**config.mk**
```make
export PLATFORM = sky130hd
export DESIGN_NAME = vote_logger
export DESIGN_NICKNAME = d
export VERILOG_FILES = /design/src/rtl/vote_logger.sv
export SDC_FILE = /design/constraint.sdc
export NUM_CORES = 1
export LEC_CHECK = 0
export BUFFER_PORTS_ARGS = -buffer_cell sky130_fd_sc_hd__buf_2
export CORE_AREA = 2 2 94 60
export CTS_BUF_LIST = sky130_fd_sc_hd__clkbuf_4 sky130_fd_sc_hd__clkbuf_8 sky130_fd_sc_hd__clkbuf_16
export DETAILED_ROUTE_END_ITERATION = 10
export DIE_AREA = 0 0 96 62
export GPL_ROUTABILITY_DRIVEN = 0
export HOLD_SLACK_MARGIN = 0.1
export PLACE_DENSITY = 0.72
export REMOVE_ABC_BUFFERS = 1
export SETUP_SLACK_MARGIN = 0.05
export SYNTH_ARGS = -nofsm -noshare
export SYNTH_HDL_FRONTEND = slang
export SYNTH_SLANG_ARGS = --single-unit
```
**constraint.sdc**
```tcl
create_clock -name clock -period 5.24 [get_ports clock]
set_input_delay 0.786 -clock clock [delete_from_list [all_inputs] [get_ports clock]]
set_output_delay 0.786 -clock clock [all_outputs]
set_load 0.05 [all_outputs]
```
**src/rtl/vote_logger.sv**
```systemverilog
// vote_logger: front end of the EVM vote path. Debounces the four candidate
// buttons while in voting mode and accepts exactly one vote per press. It
// keeps a saturating tally for each candidate and emits a one-cycle
// valid_vote_casted pulse for every accepted vote.
module vote_logger #(
  parameter int CNT_W           = 8,
  parameter int DEBOUNCE_CYCLES = 4,
  parameter int LOCKOUT_CYCLES  = 10
) (
  input  logic             clock,
  input  logic             reset,
  input  logic             mode,
  input  logic             cand1_button,
  input  logic             cand2_button,
  input  logic             cand3_button,
  input  logic             cand4_button,
  output logic [CNT_W-1:0] cand1_vote,
  output logic [CNT_W-1:0] cand2_vote,
  output logic [CNT_W-1:0] cand3_vote,
  output logic [CNT_W-1:0] cand4_vote,
  output logic             valid_vote_casted,
  output logic             busy,
  output logic             count_saturated
);

  localparam int DBC_W = $clog2(DEBOUNCE_CYCLES + 1);
  localparam int LKC_W = $clog2(LOCKOUT_CYCLES + 1);
  localparam logic [CNT_W-1:0] CNT_MAX   = {CNT_W{1'b1}};
  localparam logic [DBC_W-1:0] DBC_LAST  = DBC_W'(DEBOUNCE_CYCLES - 1);
  localparam logic [LKC_W-1:0] LKC_LAST  = LKC_W'(LOCKOUT_CYCLES - 1);

  typedef enum logic [1:0] {
    IDLE,
    DEBOUNCE,
    LOCKOUT,
    WAIT_RELEASE
  } state_t;

  state_t           state;
  logic [1:0]       cand_idx;
  logic [DBC_W-1:0] dbc;
  logic [LKC_W-1:0] lkc;
  logic [CNT_W-1:0] tally [4];

  logic [3:0] buttons;
  logic       lone;
  logic [1:0] press_idx;
  logic [3:0] latched_mask;

  assign buttons      = {cand4_button, cand3_button, cand2_button, cand1_button};
  assign lone         = (buttons != 4'd0) && ((buttons & (buttons - 4'd1)) == 4'd0);
  assign latched_mask = 4'd1 << cand_idx;

  // Encode the pressed button to a candidate index; only used when lone is high.
  always_comb begin
    // NOTE: default first so every path assigns press_idx and no latch is inferred.
    press_idx = 2'd0;
    case (buttons)
      4'b0010: press_idx = 2'd1;
      4'b0100: press_idx = 2'd2;
      4'b1000: press_idx = 2'd3;
      default: press_idx = 2'd0;
    endcase
  end

  // Vote FSM: debounce a lone press, commit the vote, lock out, wait for release.
  always_ff @(posedge clock or negedge reset) begin
    if (!reset) begin
      state             <= IDLE;
      cand_idx          <= 2'd0;
      dbc               <= '0;
      lkc               <= '0;
      valid_vote_casted <= 1'b0;
      busy              <= 1'b0;
      count_saturated   <= 1'b0;
      // NOTE: the tallies are four flops, not a RAM, so clearing them on reset is cheap and required.
      for (int i = 0; i < 4; i++) tally[i] <= '0;
    end else begin
      // NOTE: non-blocking assignments so every register updates from pre-edge values.
      valid_vote_casted <= 1'b0;
      case (state)
        IDLE: begin
          if (!mode && lone) begin
            state    <= DEBOUNCE;
            cand_idx <= press_idx;
            dbc      <= DBC_W'(1);
            busy     <= 1'b1;
          end else begin
            busy <= 1'b0;
          end
        end

        DEBOUNCE: begin
          if (mode || (buttons != latched_mask)) begin
            state <= IDLE;
            dbc   <= '0;
            busy  <= 1'b0;
          end else if (dbc == DBC_LAST) begin
            if (tally[cand_idx] == CNT_MAX) count_saturated <= 1'b1;
            else                            tally[cand_idx] <= tally[cand_idx] + 1'b1;
            valid_vote_casted <= 1'b1;
            state             <= LOCKOUT;
            lkc               <= '0;
            dbc               <= '0;
          end else begin
            dbc <= dbc + 1'b1;
          end
        end

        LOCKOUT: begin
          if (lkc == LKC_LAST) begin
            state <= WAIT_RELEASE;
            lkc   <= '0;
          end else begin
            lkc <= lkc + 1'b1;
          end
        end

        WAIT_RELEASE: begin
          if (buttons == 4'd0) begin
            state <= IDLE;
            busy  <= 1'b0;
          end
        end

        default: begin
          state <= IDLE;
          busy  <= 1'b0;
        end
      endcase
    end
  end

  assign cand1_vote = tally[0];
  assign cand2_vote = tally[1];
  assign cand3_vote = tally[2];
  assign cand4_vote = tally[3];

endmodule

```
==> results_dict.tcl, run 1 <==
set metrics [dict create \
    diodes 0 \
    ys_ff_latch 46 \
    grt_pass1_wl_um 8270 \
    setup_viol 0 \
    cts_setup_buffers 0 \
    cts_resized 0 \
    clock-skew-final_ps 11.5 \
    critical_path.startpoint "cand_idx[1]" \
    cpPeakStageDelay_ps 810 \
    drc 0 \
    track_usage_pct 18.8 \
    required_ps 5420 \
    hold_buffers 0 \
    layout.cells.most_common_list "46 x dfrtp_1, 41 x buf_2, 19 x mux2_2, 16 x mux2_4" \
    synth_area_sq_um 2470 \
    final_layout_size_suffix_gt1_share_pct 44.8 \
    critical-path-slowest-cell "dfrtp_1" \
    place_area_sq_um 2680 \
    synth_flop_cell "dfrtp_1" \
    holdPathStages 1 \
    via_count 1609 \
    yosysWarnings 0 \
    htree_levels 2 \
    dp_hpwl_um 3620 \
    grt_antenna_before_repair 0 \
    synth-edff-count 0 \
    p_leak_nw 1.43 \
    reg2reg_from "cand_idx[1]" \
    io_buffers 41 \
    holdWs_ps 480 \
    cts.sinks 46 \
    finalWirelength_um 4980 \
    clk_latency_ps 300 \
    grt-ovfl-total 0 \
    rows 21 \
    fillerInstances 475 \
    end_kind "flop" \
    fmax_ghz 0.288 \
    core_sq_um 5230 \
    fp.dieW_um 96 \
    slew_viol_final 0 \
    avgSynthCellArea_sq_um 13.5 \
    die_y_um 62 \
    dp_cells 284 \
    r2r_setup_slack_ps 1770 \
    instances_no_fill 292 \
    ff2ff_path_depth 7 \
    p_per_area_nw_per_um2 240 \
    cts_tree "built" \
    yosysSeqAreaShare_pct 46.5 \
    path_cells "mux2_2 > o21ai_0 > inv_1 > ha_1 > and4_1 > or4_1 > mux2_4" \
    hold_path.class "reg -> reg" \
    routedWlPerCell_um 17.1 \
    ys_types 48 \
    min_to "dbc[2]" \
    syn-instance-count 184 \
    via_per_inst 5.51 \
    cts_buffer_depth 2 \
    outcome "finished clean" \
    cts_root_buffer "clkbuf_8" \
    dieArea_sq_um 5950 \
    grt_max_degree 47 \
    critical_path_arrival_ps 3650 \
    grt_pass1_vias 1569 \
    rsz0062_at_grt "false" \
    area_growth_pct 12.3 \
    critPathMaxFanout 16 \
    fin_crit_ps 3470 \
    dr.pass1.iters 4 \
    stdcell_area_sq_um 2780 \
    finalHoldViolCount 0 \
    start_kind "flop" \
    maxSlewHeadroom_pct 32.6 \
    ios 42 \
    totalNegativeSetupSlack_ps 0 \
    criticalPathCategory "reg -> reg" \
    utilization_pct 53.1 \
    initial_utilization_pct 47.3 \
    tightest_slew_ps 1010 \
    vdd_drop_max_uv 113 \
    r2r-end "cand3_vote[5]" \
    ys_async_sr_fraction_pct 100 \
    finalNetCount 233 \
    cts_inserted_buffers 5 \
    ant_nets 0 \
    maxCapViolCount 0 \
    finalCritPeriodShare_pct 66.2 \
    drt_first_iter_violations 91 \
    worstHoldStart "dbc[2]" \
    clk_pin_slew_ps 80 \
    final_common_cell "dfrtp_1" \
]
## layout make-up
type / instances / area, sq um / area share (%)
multi-input cells: 121 / 1210 / 43.7
flip-flops and latches: 46 / 1150 / 41.4
repair buffers: 41 / 205 / 7.38
clock buffers: 7 / 90.1 / 3.24
well taps: 69 / 86.3 / 3.11
inverters: 7 / 26.3 / 0.946
clock inverters: 1 / 5.00 / 0.180
## cell families after synthesis
family	Yosys count	share of synthesized area, %
xor gates and xnor gates	9	3.19
adders and majority gates	4	2.02
muxes	43	25.1
DFF	46	46.5
and+or+nand+nor	41	11.3
AOI/OAI and AO/OA	24	7.48
buffers and inverters	17	4.40
## critical path, delay by kind of cell, from the launching register on
family	cells	cell delay, ps
AOI/OAI and AO/OA	1	420
adders and majority gates	1	280
buffers and inverters	1	110
DFF	1	810
muxes	2	790
and+or+nand+nor	2	940
## worst max path at each step
stage / cells past startpoint / slack [ps] / end
after global routing: 7 / 1560 / cand3_vote[5]
after floorplan: 7 / 2230 / cand3_vote[0]
after detailed placement: 7 / 1790 / cand3_vote[3]
after CTS: 7 / 1780 / cand3_vote[5]
final: 7 / 1770 / cand3_vote[5]
after global placement: 7 / 1840 / cand3_vote[2]
## metrics by stage
step	setup slack, ps	power, W
floorplan	2230	0.000421
global placement	1840	0.000444
detailed placement	1790	0.000445
CTS	1780	0.000672
global route	1560	0.000697
finish	1770	0.000667
## flip-flops by register name, indices dropped and copies added, names as in the netlist, named ones only
name	flops
state	1
cand2_vote	8
cand_idx	2
cand4_vote	8
valid_vote_casted	1
cand1_vote	8
dbc	3
cand3_vote	8
lkc	4
count_saturated	1
busy	1
## where the power goes
group	total, W	leakage, nW	internal [W]	switching, W
sequential	0.000384	0.617	0.000363	0.0000210
clock	0.000230	0.0517	0.000112	0.000118
combinational	0.0000540	0.761	0.0000258	0.0000282
total	0.000667	1.43	0.000500	0.000167
## synthesized netlist by cell type (2+ instances only)
library cell	number	share of area [%]
nor3_1	3	0.61
nor2b_1	2	0.51
mux4_2	7	6.4
and2_1	3	0.76
nand3_1	6	1.2
o21bai_1	2	0.61
dfrtp_1	46	47
ha_1	4	2.0
xnor2_1	7	2.5
nor3b_1	2	0.61
a21oi_1	2	0.40
nand2b_1	4	1.0
nand3b_1	2	0.61
o21ai_0	6	1.2
a31oi_1	2	0.51
xor2_1	2	0.71
buf_2	3	0.61
mux2_2	19	8.6
mux2_4	16	9.7
inv_1	7	1.1
nand2_1	7	1.1
o21a_1	2	0.61
buf_6	5	2.3
## layer usage
layer	routed length, um	GRT usage [%]	part of all wire [%]
met5	0	0	0
met2	2060	26.1	41
met4	76	6.12	1.5
met1	2580	29.2	52
met3	266	4.34	5.3
Note: power is estimated with default switching activity, not from simulation.
==> run 2, diff against run 1 <==
--- a/config.mk
+++ b/config.mk
@@ -5,14 +5,15 @@
 export SDC_FILE = /design/constraint.sdc
 export NUM_CORES = 1
 export LEC_CHECK = 0
+export ABC_AREA = 1
 export BUFFER_PORTS_ARGS = -buffer_cell sky130_fd_sc_hd__buf_2
-export CORE_AREA = 2 2 94 60
+export CORE_AREA = 2 2 97 62
 export CTS_BUF_LIST = sky130_fd_sc_hd__clkbuf_4 sky130_fd_sc_hd__clkbuf_8 sky130_fd_sc_hd__clkbuf_16
 export DETAILED_ROUTE_END_ITERATION = 10
-export DIE_AREA = 0 0 96 62
+export DIE_AREA = 0 0 99 64
 export GPL_ROUTABILITY_DRIVEN = 0
 export HOLD_SLACK_MARGIN = 0.1
-export PLACE_DENSITY = 0.72
+export PLACE_DENSITY = 0.74
 export REMOVE_ABC_BUFFERS = 1
 export SETUP_SLACK_MARGIN = 0.05
 export SYNTH_ARGS = -nofsm -noshare
==> constraint.sdc (replaced) <==
create_clock -name clock -period 3.1 [get_ports clock]
set_input_delay 0.465 -clock clock [delete_from_list [all_inputs] [get_ports clock]]
set_output_delay 0.465 -clock clock [all_outputs]
set_load 0.05 [all_outputs]
==> results_dict.tcl, run 2 <==
set metrics [dict create \
    htree_levels 2 \
    core_sq_um 5390 \
    top_layer_used "met4" \
    yosys.area.top_type "dfrtp_1" \
    grt_max_degree 47 \
    drt_first_iter_violations 241 \
    clk_pin_slew_ps 90 \
    place_ws_ps 865 \
    path_cells "inv_2 > nand2_1 > nand2_1 > ha_1 > nand2_1 > nor2_1 > nand2_2 > nand3_2 > nand2_1 > nand2_1" \
    grt-ovfl-total 0 \
    cts_buffer_depth 2 \
    synth-edff-count 0 \
    hold_path.class "in -> async" \
    cts_setup_buffers 0 \
    required_ps 3290 \
    dr.pass1.iters 5 \
    finalWorstSetupSlack_ps 802 \
    yosysMostFrequentCell "nand2_1" \
    wl_met3_um 547 \
    yosysSeqAreaShare_pct 43.9 \
    outcome "finished clean" \
    totalNegativeSetupSlack_ps 0 \
    fin_crit_ps 2300 \
    ios 42 \
    routedWlPerCell_um 13.8 \
    p_per_area_nw_per_um2 502 \
    critPathMaxFanout 18 \
    dp_hpwl_um 4960 \
    tightest_slew_ps 1020 \
    fmax_ghz 0.435 \
    drc 0 \
    ys_types 26 \
    vdd_drop_max_uv 251 \
    grt_pass1_vias 2177 \
    cts_inserted_buffers 5 \
    setup_viol 0 \
    slew_viol_final 0 \
    finalWirelength_um 6640 \
    rows 21 \
    hold_buffers 0 \
    utilization_pct 55.3 \
    initial_utilization_pct 48.7 \
    grt_pass1_wl_um 10800 \
    clock-skew-final_ps 10.3 \
    start_kind "flop" \
    r2r_setup_slack_ps 800 \
    crit_top_cell "nand2_1" \
    r2r-end "cand4_vote[6]" \
    wl_met1_um 3410 \
    cts_resized 0 \
    critical_path_arrival_ps 2490 \
    cts_root_buffer "clkbuf_8" \
    synth_top_area_share_pct 43.9 \
    maxCapViolCount 0 \
    diodes 0 \
    fp.dieW_um 99 \
    io_buffers 41 \
    grt_antenna_before_repair 0 \
    yosys-top-cells-count "200 x nand2_1, 46 x dfrtp_1, 27 x inv_1, 17 x nand4_1, 14 x nor2_1" \
    rsz0062_at_grt "false" \
    cpPeakStageDelay_ps 640 \
    holdWs_ps 337 \
    ant_nets 0 \
    ys_ff_latch 46 \
    end_kind "flop" \
    finalCritPeriodShare_pct 74.1 \
    via_count 2489 \
    dieArea_sq_um 6340 \
    p_leak_nw 1.79 \
    cp_top_family "simple AND/OR/NAND/NOR gates" \
    reg2reg_from "cand_idx[1]" \
    track_usage_pct 21.7 \
    cts.sinks 46 \
    final_common_cell "nand2_1" \
    layout.cells.most_common_list "200 x nand2_1, 46 x dfrtp_1, 41 x buf_2, 27 x inv_1, 17 x nand4_1" \
    ys_async_sr_fraction_pct 100 \
    synth_area_sq_um 2620 \
    area_growth_pct 13.6 \
    wl_met2_um 2600 \
    finalNetCount 421 \
    synth_flop_cell "dfrtp_1" \
    criticalPathCategory "reg -> reg" \
    cp_num_buf_inv 1 \
    yosysWarnings 0 \
    maxSlewHeadroom_pct 32.1 \
    clk_latency_ps 300 \
    via_per_inst 5.19 \
    ff2ff_path_depth 10 \
    die_y_um 64 \
    cts_tree "built" \
    synthTopCellsByArea "dfrtp_1 44%, nand2_1 29%, nand4_1 4.1%" \
    avgSynthCellArea_sq_um 7.14 \
    syn-instance-count 367 \
    critical-path-slowest-cell "dfrtp_1" \
    finalHoldViolCount 0 \
    final_layout_size_suffix_gt1_share_pct 17.0 \
]
==> run 2: cell types whose count changed after synthesis, sizes merged, moves of 3 or more <==
cell,previous run,this run
mux2,35,0
mux4,7,0
and2,3,0
xnor2,7,2
nand2b,4,0
inv,7,32
buf,9,6
nand2,7,203
nand3,6,14
nand4,0,17
nor2,1,21
==> run 2: cells by family (layout without fill, tap and decap cells) <==
group,after synthesis,after routing,share of synthesized area [%]
adders and majority gates,4,4,1.91
buffers and inverters,38,82,6.01
AOI/OAI and AO/OA,16,16,3.48
and+or+nand+nor,259,259,43.3
DFF,46,46,43.9
xor gates and xnor gates,4,4,1.34
==> run 2: cell type report <==
| class | count | area (sq um) |
|---|---|---|
| Tap cell | 69 | 86.3 |
| Clock inverter | 1 | 5.00 |
| Inverter | 32 | 120 |
| Sequential cell | 46 | 1150 |
| Timing Repair Buffer | 42 | 213 |
| Fill cell | 511 | 2410 |
| Clock buffer | 7 | 90.1 |
| Multi-Input combinational cell | 283 | 1310 |
==> run 2: worst register-to-register path: cells and delay by family, from the launching register on <==
family | cells | cell delay (ps)
and+or+nand+nor | 8 | 1120
buffers and inverters | 1 | 170
adders and majority gates | 1 | 250
DFF | 1 | 640
==> run 2: layer usage <==
layer / vias up / track usage, %
li1: 1234 / -
met1: 1149 / 35.5
met2: 99 / 28.5
met3: 7 / 4.49
met4: 0 / 5.31
met5: - / 0
==> run 2: per-stage QoR <==
stage / area [sq um] / std cells / total power [W]
after CTS: 2980 / 480 / 0.00150
after floorplan: 2580 / 361 / 0.00100
after global routing: 2980 / 480 / 0.00159
after detailed placement: 2880 / 472 / 0.00111
after global placement: 2880 / 472 / 0.00110
final: 2980 / 480 / 0.00149
==> run 2: worst max-delay path by stage <==
stage / to / start / slack, ps / depth (start not counted)
3_5_place_dp: cand4_vote[5] / cand_idx[1] / 860 / 10
5_1_grt: cand4_vote[5] / cand_idx[1] / 540 / 10
2_1_floorplan: cand4_vote[4] / cand_idx[0] / 940 / 13
6_report: cand4_vote[6] / cand_idx[1] / 800 / 10
3_3_place_gp: cand4_vote[6] / cand_idx[1] / 940 / 10
4_1_cts: cand4_vote[5] / cand_idx[1] / 820 / 10
==> run 2: where the power goes <==
part	leakage (nW)	internal, W	switching, W
sequential	0.617	0.000655	0.0000643
clock	0.0517	0.000189	0.000203
combinational	1.12	0.000112	0.000271
==> run 3, diff against run 2 <==
--- a/config.mk
+++ b/config.mk
@@ -13,7 +13,7 @@
 export DIE_AREA = 0 0 99 64
 export GPL_ROUTABILITY_DRIVEN = 0
 export HOLD_SLACK_MARGIN = 0.1
-export PLACE_DENSITY = 0.74
+export PLACE_DENSITY = 0.71
 export REMOVE_ABC_BUFFERS = 1
 export SETUP_SLACK_MARGIN = 0.05
 export SYNTH_ARGS = -nofsm -noshare
==> constraint.sdc (replaced) <==
create_clock -name clock -period 2.28 [get_ports clock]
set_input_delay 0.342 -clock clock [delete_from_list [all_inputs] [get_ports clock]]
set_output_delay 0.342 -clock clock [all_outputs]
set_load 0.05 [all_outputs]
==> results_dict.tcl, run 3 (synthesis gave the netlist of run 2 again) <==
set metrics [dict create \
    dp_hpwl_um 5050 \
    htree_levels 2 \
    wl_met1_um 3510 \
    fp.dieW_um 99 \
    vdd_drop_max_uv 353 \
    finalCritPeriodShare_pct 89.3 \
    finalHoldViolCount 0 \
    top_layer_used "met4" \
    dp_cells 477 \
    critical_path_arrival_ps 2280 \
    reg2reg_from "cand_idx[0]" \
    drc 0 \
    required_ps 2520 \
    crit_top_cell "nand2_1" \
    cts_root_buffer "clkbuf_8" \
    ios 42 \
    maxSlewHeadroom_pct 62.3 \
    rsz0062_at_grt "false" \
    cts_inserted_buffers 5 \
    area_growth_pct 16.1 \
    place_area_sq_um 2920 \
    rows 21 \
    core_sq_um 5390 \
    instances_no_fill 487 \
    cts_tree "built" \
    multi_input_area_sq_um 1330 \
    fin_crit_ps 2040 \
    finalNetCount 428 \
    layout.cells.most_common_list "200 x nand2_1, 45 x dfrtp_1, 41 x buf_2, 27 x inv_1, 17 x nand4_1" \
    fmax_ghz 0.491 \
    final_layout_size_suffix_gt1_share_pct 18.9 \
    p_per_area_nw_per_um2 663 \
    io_buffers 41 \
    slew_viol_final 0 \
    holdWs_ps 123 \
    path_cells "buf_4 > nand2_1 > nand2_1 > nand2_1 > nor2_2 > nand3_2 > nor2_8 > nand2_4 > nor2_4 > nand2_1 > nand2_1" \
    regArea_sq_um 1150 \
    critical_path.startpoint "cand_idx[0]" \
    routedWlPerCell_um 13.6 \
    hold_path.class "in -> async" \
    finalWirelength_um 6640 \
    critical-path-slowest-cell "dfrtp_1" \
    ant_nets 0 \
    maxCapViolCount 0 \
    totalNegativeSetupSlack_ps 0 \
    wl_met2_um 2580 \
    start_kind "flop" \
    via_per_inst 5.07 \
    final_common_cell "nand2_1" \
    grt-ovfl-total 0 \
    end_kind "flop" \
    p_leak_nw 1.84 \
    grt_pass1_vias 2141 \
    fillerInstances 515 \
    diodes 0 \
    stdcell_area_sq_um 3040 \
    drt_first_iter_violations 222 \
    grt_max_degree 47 \
    grt_pass1_wl_um 10800 \
    grt_antenna_before_repair 0 \
    r2r_setup_slack_ps 240 \
    criticalPathCategory "reg -> reg" \
    wl_met3_um 520 \
    dieArea_sq_um 6340 \
    cpPeakStageDelay_ps 420 \
    outcome "finished clean" \
    initial_utilization_pct 48.7 \
    critPathMaxFanout 12 \
    track_usage_pct 21.5 \
    tightest_slew_ps 566 \
    clk_latency_ps 300 \
    via_count 2467 \
    setup_viol 0 \
    cts.sinks 46 \
    finalWorstSetupSlack_ps 243 \
    clk_pin_slew_ps 90 \
    cts_buffer_depth 2 \
    die_y_um 64 \
    dr.pass1.iters 5 \
    place_ws_ps 129 \
    clock-skew-final_ps 5.44 \
]
## run 3: layout make-up
type	instances	share of cell area, %
Inverter	32	4.11
Sequential cell	46	37.9
Clock buffer	5	2.26
Timing Repair Buffer	49	8.71
Clock inverter	3	0.699
Multi-Input combinational cell	283	43.5
Tap cell	69	2.84
## run 3: path summary, 6_finish.rpt
path                       cells past startpoint            end
max                                           11  cand4_vote[3]
min in group clock                             4    cand_idx[1]
max in group asynchronous                      2    cand_idx[1]
min                                            2  cand4_vote[1]
max reg2reg                                   11  cand4_vote[3]
min reg2reg                                    2           busy
## run 3: what timing repair did
item,CTS,global route
gates resized for setup,0,6
endpoints found under the setup margin,0,34
hold buffers,0,0
setup buffers,0,2
## run 3: worst max-delay path: cells and delay by family, from the launching register on
| family | cells | cell delay (ps) |
|---|---|---|
| and+or+nand+nor | 10 | 1330 |
| DFF | 1 | 420 |
| buffers and inverters | 1 | 220 |
## run 3: per-layer routing
layer / GRT usage (%) / vias up
li1: - / 1257
met1: 35.5 / 1112
met2: 27.4 / 96
met3: 5.80 / 2
met4: 4.11 / 0
met5: 0 / -
## run 3: per-stage QoR
step	total power (W)	util (%)
after floorplan	0.00136	-
after detailed placement	0.00153	54.2
final	0.00202	56.5
after CTS	0.00202	55.9
after global routing	0.00217	56.5
after global placement	0.00151	54.2
## run 3: where the power goes
group          total [W]  internal [W]  switching [W]
sequential      0.000985      0.000891      0.0000939
combinational   0.000541      0.000169       0.000372
clock           0.000493      0.000215       0.000277
